## src/rtl/linebuffer_window.sv

```systemverilog
// ----------------------------------------------------------------------------
// linebuffer_window
//
// Line buffer and ROWS x COLS stencil-window generator for a row-major raster
// stream of IMG_W x IMG_H pixels. ROWS-1 line memories keep the previous rows.
// A register array holds the most recent COLS column vectors. out_valid marks
// windows whose pixels all come from the current frame and from one row span,
// with no wrap across the left/right image edge.
//
// Ports
//   clk        in   rising-edge clock for all state
//   rst        in   synchronous active-high reset (wins over in_valid)
//   in_data    in   WIDTH-bit input pixel
//   in_valid   in   pixel accepted this cycle (block is always ready)
//   out_data   out  ROWS*COLS*WIDTH window, element (r,c) at
//                   [(r*COLS+c)*WIDTH +: WIDTH], r=0 oldest row, c=0 oldest col
//   out_valid  out  out_data holds a complete in-frame window
//   out_last   out  window whose bottom-right pixel is (IMG_H-1, IMG_W-1)
// ----------------------------------------------------------------------------
module linebuffer_window #(
   parameter int WIDTH = 16,
   parameter int IMG_W = 10,
   parameter int IMG_H = 10,
   parameter int ROWS  = 3,
   parameter int COLS  = 1
) (
   input  logic                        clk,
   input  logic                        rst,
   input  logic [WIDTH-1:0]            in_data,
   input  logic                        in_valid,
   output logic [ROWS*COLS*WIDTH-1:0]  out_data,
   output logic                        out_valid,
   output logic                        out_last
);

   localparam int CW = (IMG_W > 1) ? $clog2(IMG_W) : 1;
   localparam int RW = (IMG_H > 1) ? $clog2(IMG_H) : 1;

   localparam logic [CW-1:0] COL_LAST      = CW'(IMG_W - 1);
   localparam logic [CW-1:0] COL_FIRST_WIN = CW'(COLS - 1);
   localparam logic [RW-1:0] ROW_LAST      = RW'(IMG_H - 1);
   localparam logic [RW-1:0] ROW_FIRST_WIN = RW'(ROWS - 1);

   logic [CW-1:0]    r_col;
   logic [RW-1:0]    r_row;
   logic [WIDTH-1:0] r_lm  [ROWS-1][IMG_W];
   logic [WIDTH-1:0] r_win [ROWS][COLS];
   logic             r_valid;
   logic             r_last;

   logic [WIDTH-1:0] w_col [ROWS];
   logic             w_accept;
   logic             w_col_ok;
   logic             w_row_ok;
   logic             w_win_ok;
   logic             w_col_wrap;

   // A pixel arriving in the reset cycle is dropped, so reset gates the write
   // enable for the line memories as well as the counters.
   assign w_accept   = in_valid & ~rst;
   assign w_col_wrap = (r_col == COL_LAST);
   assign w_row_ok   = (r_row >= ROW_FIRST_WIN);

   // With a single-column window every column position is a valid right edge.
   generate
      if (COLS > 1) begin : g_col_chk
         assign w_col_ok = (r_col >= COL_FIRST_WIN);
      end else begin : g_col_any
         assign w_col_ok = 1'b1;
      end
   endgenerate

   assign w_win_ok = w_row_ok & w_col_ok;

   // Column vector: newest row from the input, older rows from the memories.
   assign w_col[ROWS-1] = in_data;
   generate
      for (genvar k = 0; k < ROWS-1; k++) begin : g_col_vec
         assign w_col[ROWS-2-k] = r_lm[k][r_col];
      end
   endgenerate

   // NOTE: the line memories have no reset so they map onto plain RAM; stale
   // contents are never seen because out_valid comes only from the counters.
   // NOTE: non-blocking writes make every read in this cycle see the old
   // value, which gives the read-before-write cascade lm[k] <= lm[k-1].
   always_ff @(posedge clk) begin
      if (w_accept) begin
         r_lm[0][r_col] <= in_data;
         for (int k = 1; k < ROWS-1; k++) begin
            r_lm[k][r_col] <= r_lm[k-1][r_col];
         end
      end
   end

   always_ff @(posedge clk) begin
      if (rst) begin
         r_col   <= '0;
         r_row   <= '0;
         r_valid <= 1'b0;
         r_last  <= 1'b0;
         for (int r = 0; r < ROWS; r++) begin
            for (int c = 0; c < COLS; c++) begin
               r_win[r][c] <= '0;
            end
         end
      end else if (w_accept) begin
         for (int r = 0; r < ROWS; r++) begin
            for (int c = 0; c < COLS-1; c++) begin
               r_win[r][c] <= r_win[r][c+1];
            end
            r_win[r][COLS-1] <= w_col[r];
         end
         r_valid <= w_win_ok;
         r_last  <= w_win_ok && (r_row == ROW_LAST) && w_col_wrap;
         if (w_col_wrap) begin
            r_col <= '0;
            r_row <= (r_row == ROW_LAST) ? '0 : r_row + 1'b1;
         end else begin
            r_col <= r_col + 1'b1;
         end
      end else begin
         r_valid <= 1'b0;
         r_last  <= 1'b0;
      end
   end

   generate
      for (genvar r = 0; r < ROWS; r++) begin : g_out_r
         for (genvar c = 0; c < COLS; c++) begin : g_out_c
            assign out_data[(r*COLS+c)*WIDTH +: WIDTH] = r_win[r][c];
         end
      end
   endgenerate

   assign out_valid = r_valid;
   assign out_last  = r_last;

endmodule

```

## config.mk

```make
export PLATFORM = sky130hd
export DESIGN_NAME = linebuffer_window
export DESIGN_NICKNAME = d
export VERILOG_FILES = /design/src/rtl/linebuffer_window.sv
export SDC_FILE = /design/constraint.sdc
export NUM_CORES = 1
export LEC_CHECK = 0
export CORE_MARGIN = 2
export CORE_UTILIZATION = 27
export DETAILED_ROUTE_END_ITERATION = 10
export GPL_TIMING_DRIVEN = 0
export PLACE_DENSITY_LB_ADDON = 0.05
export SLEW_MARGIN = 20
export SYNTH_ARGS = -nofsm -noshare
export SYNTH_HDL_FRONTEND = slang
export SYNTH_SLANG_ARGS = --single-unit
```

## constraint.sdc

```tcl
create_clock -name clk -period 5.25 [get_ports clk]
set_input_delay 0.525 -clock clk [delete_from_list [all_inputs] [get_ports clk]]
set_output_delay 0.525 -clock clk [all_outputs]
set_load 0.05 [all_outputs]
```

; Word level (Yosys, flattened, before mapping)
; Memory sizes are Yosys's and may differ from the RTL's.
; Index checks and enable logic that the tools add are counted.
[classes]
addsub = 2
n_lt_le_gt_ge = 3
eq_ne = 2
mux = 19
bitwise_logic = 7
n_reduce_logical = 5
[op_table]
columns = cell, n
row1 = two-way mux 160 bit, 1
row2 = binary-select mux 16 bit (select 4 bit), 2
row3 = two-way mux 16 bit, 8
row4 = demux 16 bit (select 4 bit), 1
row5 = "adder 4 x 1 -> 4 bit, second input constant", 2
row6 = "== test 4 bit, second input constant", 2
row7 = two-way mux 4 bit, 2
row8 = "greater-or-equal comparator 5 bit, second input constant", 1
row9 = "< comparator 5 x 1 -> 1 bit, second input constant", 1
row10 = two-way mux 1 bit, 5
row11 = NOT 4 -> 5 bit, 1
row12 = "greater-or-equal comparator 4 x 2 -> 1 bit, second input constant", 1
row13 = logical AND 1 bit, 3
row14 = OR 1 bit, 3
row15 = NOT 1 bit, 2
row16 = AND reduction 2 bit, 1
row17 = OR reduction 2 bit, 1
row18 = bitwise AND 1 bit, 1
[totals]
register_bits = 10
mem_bits_rw = 368
output_inout_bits = 50
mem_count = 2
[mem_list]
columns = memory, words, width, rd, rd_ports_with_merged_regs, write_ports, line_no
row1 = r_lm, 2, 160, 2, 0, 2, 46  ; logic [WIDTH-1:0] r_lm [ROWS-1][IMG_W];
row2 = r_win, 3, 16, 3, 0, 3, 47  ; logic [WIDTH-1:0] r_win [ROWS][COLS];

; Depth between registers and ports, before layout
; Gate-level depths: netlist (run 1).
[depth]
depth_word = 6
depth_mapped = 8

; Least setup slack after synthesis (run 1)
; No wires, ideal clock.
[synth_timing]
path_type = register -> register
from = register r_col[1]
to = memory r_lm[0][240] in the netlist's numbering, enable pin
arrival_time_ns = 4.140
t_required_ns = 4.748
setup_slack_ns = 0.608
path_stages_with_launch = 6
path_buffers = 4
synth_period_minus_slack_ns = 4.642
path_cell_list = dfxtp_1 > buf_2 > buf_2 > buf_4 > buf_2 > nor4_1
[synth_lines]
columns = element, line_no
row1 = start: declaration, 44  ; logic [CW-1:0] r_col;
row2 = start signal: assignment, 120  ; r_col <= r_col + 1'b1;
row3 = end: declaration, 46

==> results.txt, run 1 <==
- For this run, design rule violations remaining after detail routing come to 0.
- Ratio of cells with drive above 1 in the final layout: 0.196
* Area taken by flip-flops and latches: 0.0113 mm2
* Critical Setup Path Class: register to register
- Setup TNS after final layout: 0 ns
* Clock latency at the later pin of the worst-skew pair: 0.56 ns
- Initial DRC Count: 503
* Number of buffers and inverters on the critical path: 5
- In the global route stage, overall resource usage came out at 0.146.
- CP Depth: 8
* Crit path DAT: 3.48 ns
- RR Endpoint: r_lm[0][65]$_DFFE_PP_
- After detailed routing, the average wire length per cell comes to 24.7 um.
- The average instance in the mapped netlist occupies 19.2 um2.
* Clock edge transition at the registers on the reported setup and hold paths: 0.06 ns
* Clock sink total: 378
* Reported leakage power: 5.66 nW
- Gate family responsible for the most delay along the worst path: buffers and inverters
- Pin count of the biggest net entering global routing: 42
- Gr ovfl total: 0
- PD cells: 393 mW/mm2
- The worst hold path passes through 3 cells.
- Maximum operating frequency: 0.311 GHz
- Yosys Warn Count: 0
- Primary FF master, synth: sky130_fd_sc_hd__edfxtp_1
- Detailed-placement wirelength estimate: 25200 um
- The initial antenna violation count was 3.
* Detailed-routing iteration count for the pre-antenna-repair pass: 5
- Sequential-to-total area share from yosys stat: 0.783
- Counting flops with a built-in enable in the synthesized netlist gives 368.
* Most common cell type on the critical path: sky130_fd_sc_hd__buf_6
- The number of global-route vias before repair was 7949.
- Synthesis produced 748 cells.
* Max Cap Violations: 0
- Netlist cell types: 41
- Multi-input combinational cell area: 0.00295 mm2
- The library cell used most frequently in the layout, excluding fill and tap cells, is sky130_fd_sc_hd__edfxtp_1.
- Of the total synthesized cell area, the portion taken by full adders, half adders and majority gates is 0.
* Area of the core region: 0.0526 mm2
* Clock period minus final worst setup slack: 3.22 ns
- Final Hold Vio Count: 0
- Capturing element type of the critical path: register
- The die covers 0.0551 mm2.
* Master of the slowest instance on the critical path: sky130_fd_sc_hd__clkbuf_1
- Via density: 4.60
- Worst setup endpoint: r_lm[0][65]$_DFFE_PP_
- Signed area change from the synthesized netlist to the final layout: 23.8%
- The max-slew violation count is 0.
- Worst-case clock buffer depth: 3
- Area of the mapped netlist: 0.0144 mm2
- After synthesis, the largest family of logic cells by area is multiplexers.
* Setup slack after placement: 1.56 ns
- Number of port buffers: 67
* Detailed-route via count: 7464
- Slew @ Worst Pin: 1.03 ns
- The die is 235 um tall.
* FF-to-FF path depth: 8
* Share of async-settable or async-resettable flops after synthesis: 0
- Measured against its own limit, the worst slew margin works out to 0.311.
- In this run the critical register-to-register path is launched from r_col[3]$_SDFFE_PP0P_.
* Commonest cells after routing, fill and taps aside: 368 x sky130_fd_sc_hd__edfxtp_1, 69 x sky130_fd_sc_hd__mux2i_1, 67 x sky130_fd_sc_hd__clkdlybuf4s50_1
- VDD IR-drop max: 0.217 mV
- Top-level I/O count: 69
- Delay of the slowest critical-path stage: 0.64 ns
- Post-synthesis simple-gate area fraction: 0.0441
- Post-route core utilization: 0.339
- Setup violations remaining at the end of the flow were counted as 0.
- Mux cell area share after synthesis: 0.112
* Min-delay worst type: input pin to register
* Post-Route Skew: 0.0139 ns
* Last weighted congestion value of the routability-driven placer: 0.717
- The number of gates resized after CTS was 0.
- Library cell used as clock root buffer: sky130_fd_sc_hd__clkbuf_16
- The initial utilization of the core area, before any placement, comes to 0.273.
* Final period utilization: 0.613
- The synthesized-area fraction occupied by ao, oa, aoi and oai cells was 0.0422.
* Flip-flop and latch count after synthesis: 378
* TritonCTS clock tree: done
- The critical path starts at r_col[3]$_SDFFE_PP0P_.
- Ordered list of cells on the worst path: nor2b_1 -> clkbuf_1 -> clkbuf_1 -> nand2_1 -> nor3_2 -> buf_6 -> buf_6 -> buf_6
* Result of the run: finished, final reports clean
* Category of the worst setup path launch point: register
- The number of hold buffers added after CTS was 0.
- Data required time of the critical path: 5.51 ns
- Post-DRT Antenna Nets: 0
- The initialized floorplan defines 84 standard-cell rows.
- After filler insertion, the fill cell instance count of the layout stands at 4995.
- RSZ-0062 raised after global routing: false
* First-pass GRT wire length: 57200 um
- Width of the chip: 235 um
- Xor/xnor cell area share of the yosys netlist: 0.00244
- The number of setup buffers added after CTS is 0.
* Setup slack of the most critical reg-to-reg path: 2.03 ns
- Min setup slack post-route: 2.03 ns
- Maximum level of the CTS H-tree: 2
* # nets final: 919
- Net count after synthesis: 767
* Maximum fanout along the worst path: 10
- Across all hold checks on the routed design, the worst slack comes to 0.365 ns.
* Routed Wire Length: 40000 um
* Num CTS Buffers: 44
==> power breakdown <==
part | switching (mW) | internal [mW]
Clock | 1.20 | 1.76
Combinational | 0.414 | 0.196
Sequential | 0.0149 | 3.42
==> flip-flops by register name, indices dropped and copies added (netlist names) <==
signal and cells:
r_lm 320, r_win 48, r_col 4, r_row 4
out_last 1, out_valid 1
==> layout make-up <==
type	instances	area share
diodes	1	0.000141
plain buffers	42	0.0126
clock buffers	51	0.0646
clock inverters	29	0.0132
inverters	1	0.000211
multi-input cells	327	0.166
flip-flops and latches	378	0.632
well taps	688	0.0484
repair buffers	106	0.0628
==> worst min path at each step <==
stage	slack, ns	from	to
floorplan	0.47	r_row[0]$_SDFFE_PP0P_	r_row[0]$_SDFFE_PP0P_
global placement	0.49	r_row[0]$_SDFFE_PP0P_	r_row[0]$_SDFFE_PP0P_
detailed placement	0.50	r_row[0]$_SDFFE_PP0P_	r_row[0]$_SDFFE_PP0P_
CTS	0.31	in_valid	r_col[0]$_SDFFE_PP0P_
global route	0.38	in_valid	r_col[0]$_SDFFE_PP0P_
finish	0.37	in_valid	r_col[0]$_SDFFE_PP0P_
==> layer usage <==
| layer | track usage | share of wire |
|---|---|---|
| met1 | 0.189 | 0.44 |
| met2 | 0.247 | 0.50 |
| met3 | 0.0278 | 0.041 |
| met4 | 0.0437 | 0.024 |
| met5 | 0 | 0.00032 |
==> cell usage after synthesis, drive strengths merged (9+ instances only) <==
library cell / number / share of area
edfxtp: 368 / 0.77
mux2i: 69 / 0.048
and2: 33 / 0.014
mux4: 32 / 0.052
buf: 31 / 0.013
nand2: 31 / 0.0081
nand3: 17 / 0.0059
a221o: 16 / 0.011
mux2: 16 / 0.013
o22ai: 16 / 0.0070
a21oi: 15 / 0.0052
nor2: 12 / 0.0031
a22oi: 11 / 0.0057
clkbuf: 11 / 0.0029
dfxtp: 10 / 0.014
o211ai: 9 / 0.0047
o21ai: 9 / 0.0031
==> cells by family after synthesis <==
logic type | Yosys count
mux | 117
xor+xnor | 4
simple gates | 121
flops | 378
buf+inv | 43
compound gates | 85
==> worst min-delay path, delay by kind of cell <==
family        cells  cell delay, ns
buf+inv           1            0.17
xor+xnor          1            0.09
simple gates      1            0.09
==> through the flow <==
| stage | power [mW] | instance area, um2 | cells |
|---|---|---|---|
| after floorplan | 3.86 | 14400 | 748 |
| after global placement | 4.10 | 15900 | 1503 |
| after detailed placement | 4.12 | 16400 | 1542 |
| after CTS | 7.11 | 17800 | 1622 |
| after global routing | 7.26 | 17800 | 1622 |
| final | 7.00 | 17800 | 1623 |
No activity file was read; power rests on OpenSTA's default activity.
==> run 2: changes to the inputs <==
==> constraint.sdc (replaced) <==
create_clock -name clk -period 3.22 [get_ports clk]
set_input_delay 0.322 -clock clk [delete_from_list [all_inputs] [get_ports clk]]
set_output_delay 0.322 -clock clk [all_outputs]
set_load 0.05 [all_outputs]
==> run 2 against run 1 <==
Net effect:
- cell count down 0.86%
- clock power increased by 62%
- core utilization up 0.074 points
- worst hold slack got worse by 0.19 ns
- global-route usage down 0.32 points
- routed wire length fell by 1.9%
- die area is the same
- largest power group unchanged
- highest routed layer unchanged
==> results.txt, run 2 (synthesis results as in run 1) <==
- Clock latency at the later pin of the worst-skew pair: 0.56 ns
- Of the total power, the share spent switching nets is 0.231.
- For this block, the via count after detailed routing is 7382.
* Initial core utilization: 0.273
- The clock arrives with 0.0136 ns of skew.
* Gr ovfl total: 0
- Crit path DAT: 3.29 ns
- The worst path meets setup with 0.190 ns of slack.
* Die area: 0.0551 mm2
- Slew @ Worst Pin: 0.985 ns
- Clock sink total: 378
* Post-DRT Antenna Nets: 0
- Overall fraction of global-route tracks in use: 0.142
- Entering global routing, the biggest net connects 42 pins.
- Dividing the detail-routed via count by the number of cells gives 4.59.
- Data required time of the critical path: 3.48 ns
* Registers with the highest flip-flop counts: r_lm: 320 flops, r_win: 48 flops
- Hold-fix buffers, CTS: 0
* Area of the core region: 0.0526 mm2
* TritonCTS clock tree: done
- In the final layout, the share of cells above drive strength 1 is 0.185.
* Commonest non-fill, non-tap cell in the layout: sky130_fd_sc_hd__edfxtp_1
* Final routed DRC violation total: 0
* Layout Cell Area excl Fill: 0.0178 mm2
- The register with the most flip-flops in the layout has 320 of them.
- Finished Layout Cells: 1609
* Commonest cells after routing, fill and taps aside: 368 x sky130_fd_sc_hd__edfxtp_1, 69 x sky130_fd_sc_hd__mux2i_1, 67 x sky130_fd_sc_hd__clkdlybuf4s50_1
* Average detailed-routed wire length per instance: 24.4 um
- Setup violations remaining at the end of the flow were counted as 0.
- Prior to clock tree synthesis, the placed netlist has a worst setup slack of -0.397 ns.
* Area of placed instances: 0.0164 mm2
- The tool flagged a number of max-cap violations equal to 0.
- The tightest min-delay check is of the input pin to register type.
- In this run the power spent charging and discharging nets is 2.63 mW.
- Timing would allow up to 0.330 GHz.
- Measured on the finished design, the core utilization comes to 0.339.
- The number of hold violations in the final report came to 0.
- The worst pin sits at a relative slew slack of 0.344.
* Last weighted congestion value of the routability-driven placer: 0.689
- Clock period minus final worst setup slack: 3.03 ns
- Critical Setup Path Class: register to register
- Of the total power, registers draw 0.492.
* VDD IR-drop max: 0.285 mV
* Detailed-routing iteration count for the pre-antenna-repair pass: 4
- The first global-routing pass estimated 56100 um of wire.
* Number of global-route vias before repair: 7865
- During placement, the flow inserted port buffers numbering 67.
- For this design the ratio of total power to cell area is 638 mW/mm2.
- Dividing the final minimum period by the clock period gives 0.941.
- P_int: 8.75 mW
* # nets final: 908
- The H-tree was split into 2 levels.
* Top-level I/O count: 69
- The root buffer cell chosen for the clock tree is sky130_fd_sc_hd__clkbuf_16.
- Signed area change from the synthesized netlist to the final layout: 24.1%
- Most flop-heavy register: r_lm
- Cell total after placement: 1529
* Num CTS Buffers: 44
- Maximum fanout along the worst path: 14
- Setup TNS after final layout: 0 ns
- For this design the static power due to leakage is 5.62 nW.
- Combinational share of power: 0.088
- The first routing iteration left 366 violations.
- The floorplan step set the die width to 235 um.
- Wires add up to 39300 um.
- STA classifies the critical path endpoint as a register.
- After clock tree synthesis, the clock-pin slew on the worst setup and hold paths is 0.06 ns.
- Worst-case clock buffer depth: 3
* Power, Total: 11.4 mW
- Initial antenna violation count: 2
* Final Hold Slack: 0.173 ns
- The max-slew violation count is 0.
- Chip height: 235 um
- The share of total power dissipated in the clock network is 0.420.
- Detailed-placement wirelength estimate: 24900 um
- Category of the worst setup path launch point: register
- Cell Rows: 84
- Result of the run: finished, final reports clean
-- run 2: cell types whose count changed in the layout (fill, tap and decap cells not counted), sizes merged --
| cell | before | now |
|---|---|---|
| diode | 1 | 2 |
| buf | 70 | 59 |
| clkinvlp | 0 | 1 |
| clkinv | 25 | 18 |
| inv | 1 | 2 |
| clkbuf | 62 | 63 |
-- run 2: final timing paths --
check | cells past startpoint | end | from | slack [ns]
max | 7 | r_lm[0][205]$_DFFE_PP_ | r_col[1]$_SDFFE_PP0P_ | 0.19
min | 3 | r_col[0]$_SDFFE_PP0P_ | in_valid | 0.17
max reg2reg | 7 | r_lm[0][205]$_DFFE_PP_ | r_col[1]$_SDFFE_PP0P_ | 0.19
min reg2reg | 2 | r_row[0]$_SDFFE_PP0P_ | r_row[0]$_SDFFE_PP0P_ | 0.52
-- run 2: area by class of cell --
| cell class | count | area, um2 |
|---|---|---|
| Fill cell | 4968 | 34700 |
| Timing Repair Buffer | 95 | 1130 |
| Clock buffer | 52 | 1150 |
| Tap cell | 688 | 861 |
| Clock inverter | 24 | 214 |
| Multi-Input combinational cell | 327 | 2980 |
| Buffer | 42 | 225 |
| Sequential cell | 378 | 11300 |
| Antenna cell | 2 | 5.00 |
| Inverter | 1 | 3.75 |
-- run 2: metal layers --
| layer | track usage | share of wire | up-vias |
|---|---|---|---|
| li1 | - | - | 3310 |
| met1 | 0.183 | 0.44 | 3852 |
| met2 | 0.245 | 0.50 | 162 |
| met3 | 0.0235 | 0.039 | 56 |
| met4 | 0.0462 | 0.023 | 2 |
| met5 | 0 | 0.00028 | - |
-- run 2: timing repair --
action                     in CTS  in global routing
hold endpoints to repair        0                  0
setup buffers                   0                  2
resized for setup               0                  3
setup endpoints to repair       0                 39
-- run 2: critical path, cell delays in order, from the launching register on --
cell	delay, ns
sky130_fd_sc_hd__dfxtp_1	0.30
sky130_fd_sc_hd__buf_2	0.23
sky130_fd_sc_hd__buf_2	0.45
sky130_fd_sc_hd__buf_4	0.34
sky130_fd_sc_hd__buf_2	0.34
sky130_fd_sc_hd__nand2_1	0.25
sky130_fd_sc_hd__nor2_4	0.54
sky130_fd_sc_hd__buf_16	0.24
-- run 2: power by group through the flow --
stage / Sequential (mW) / Clock (mW) / Combinational (mW)
2_1_floorplan: 5.90 / 0 / 0.395
3_3_place_gp: 5.71 / 0 / 0.981
5_1_grt: 5.61 / 5.08 / 1.06
3_5_place_dp: 5.71 / 0 / 1.02
6_report: 5.60 / 4.78 / 0.996
4_1_cts: 5.60 / 4.92 / 1.02
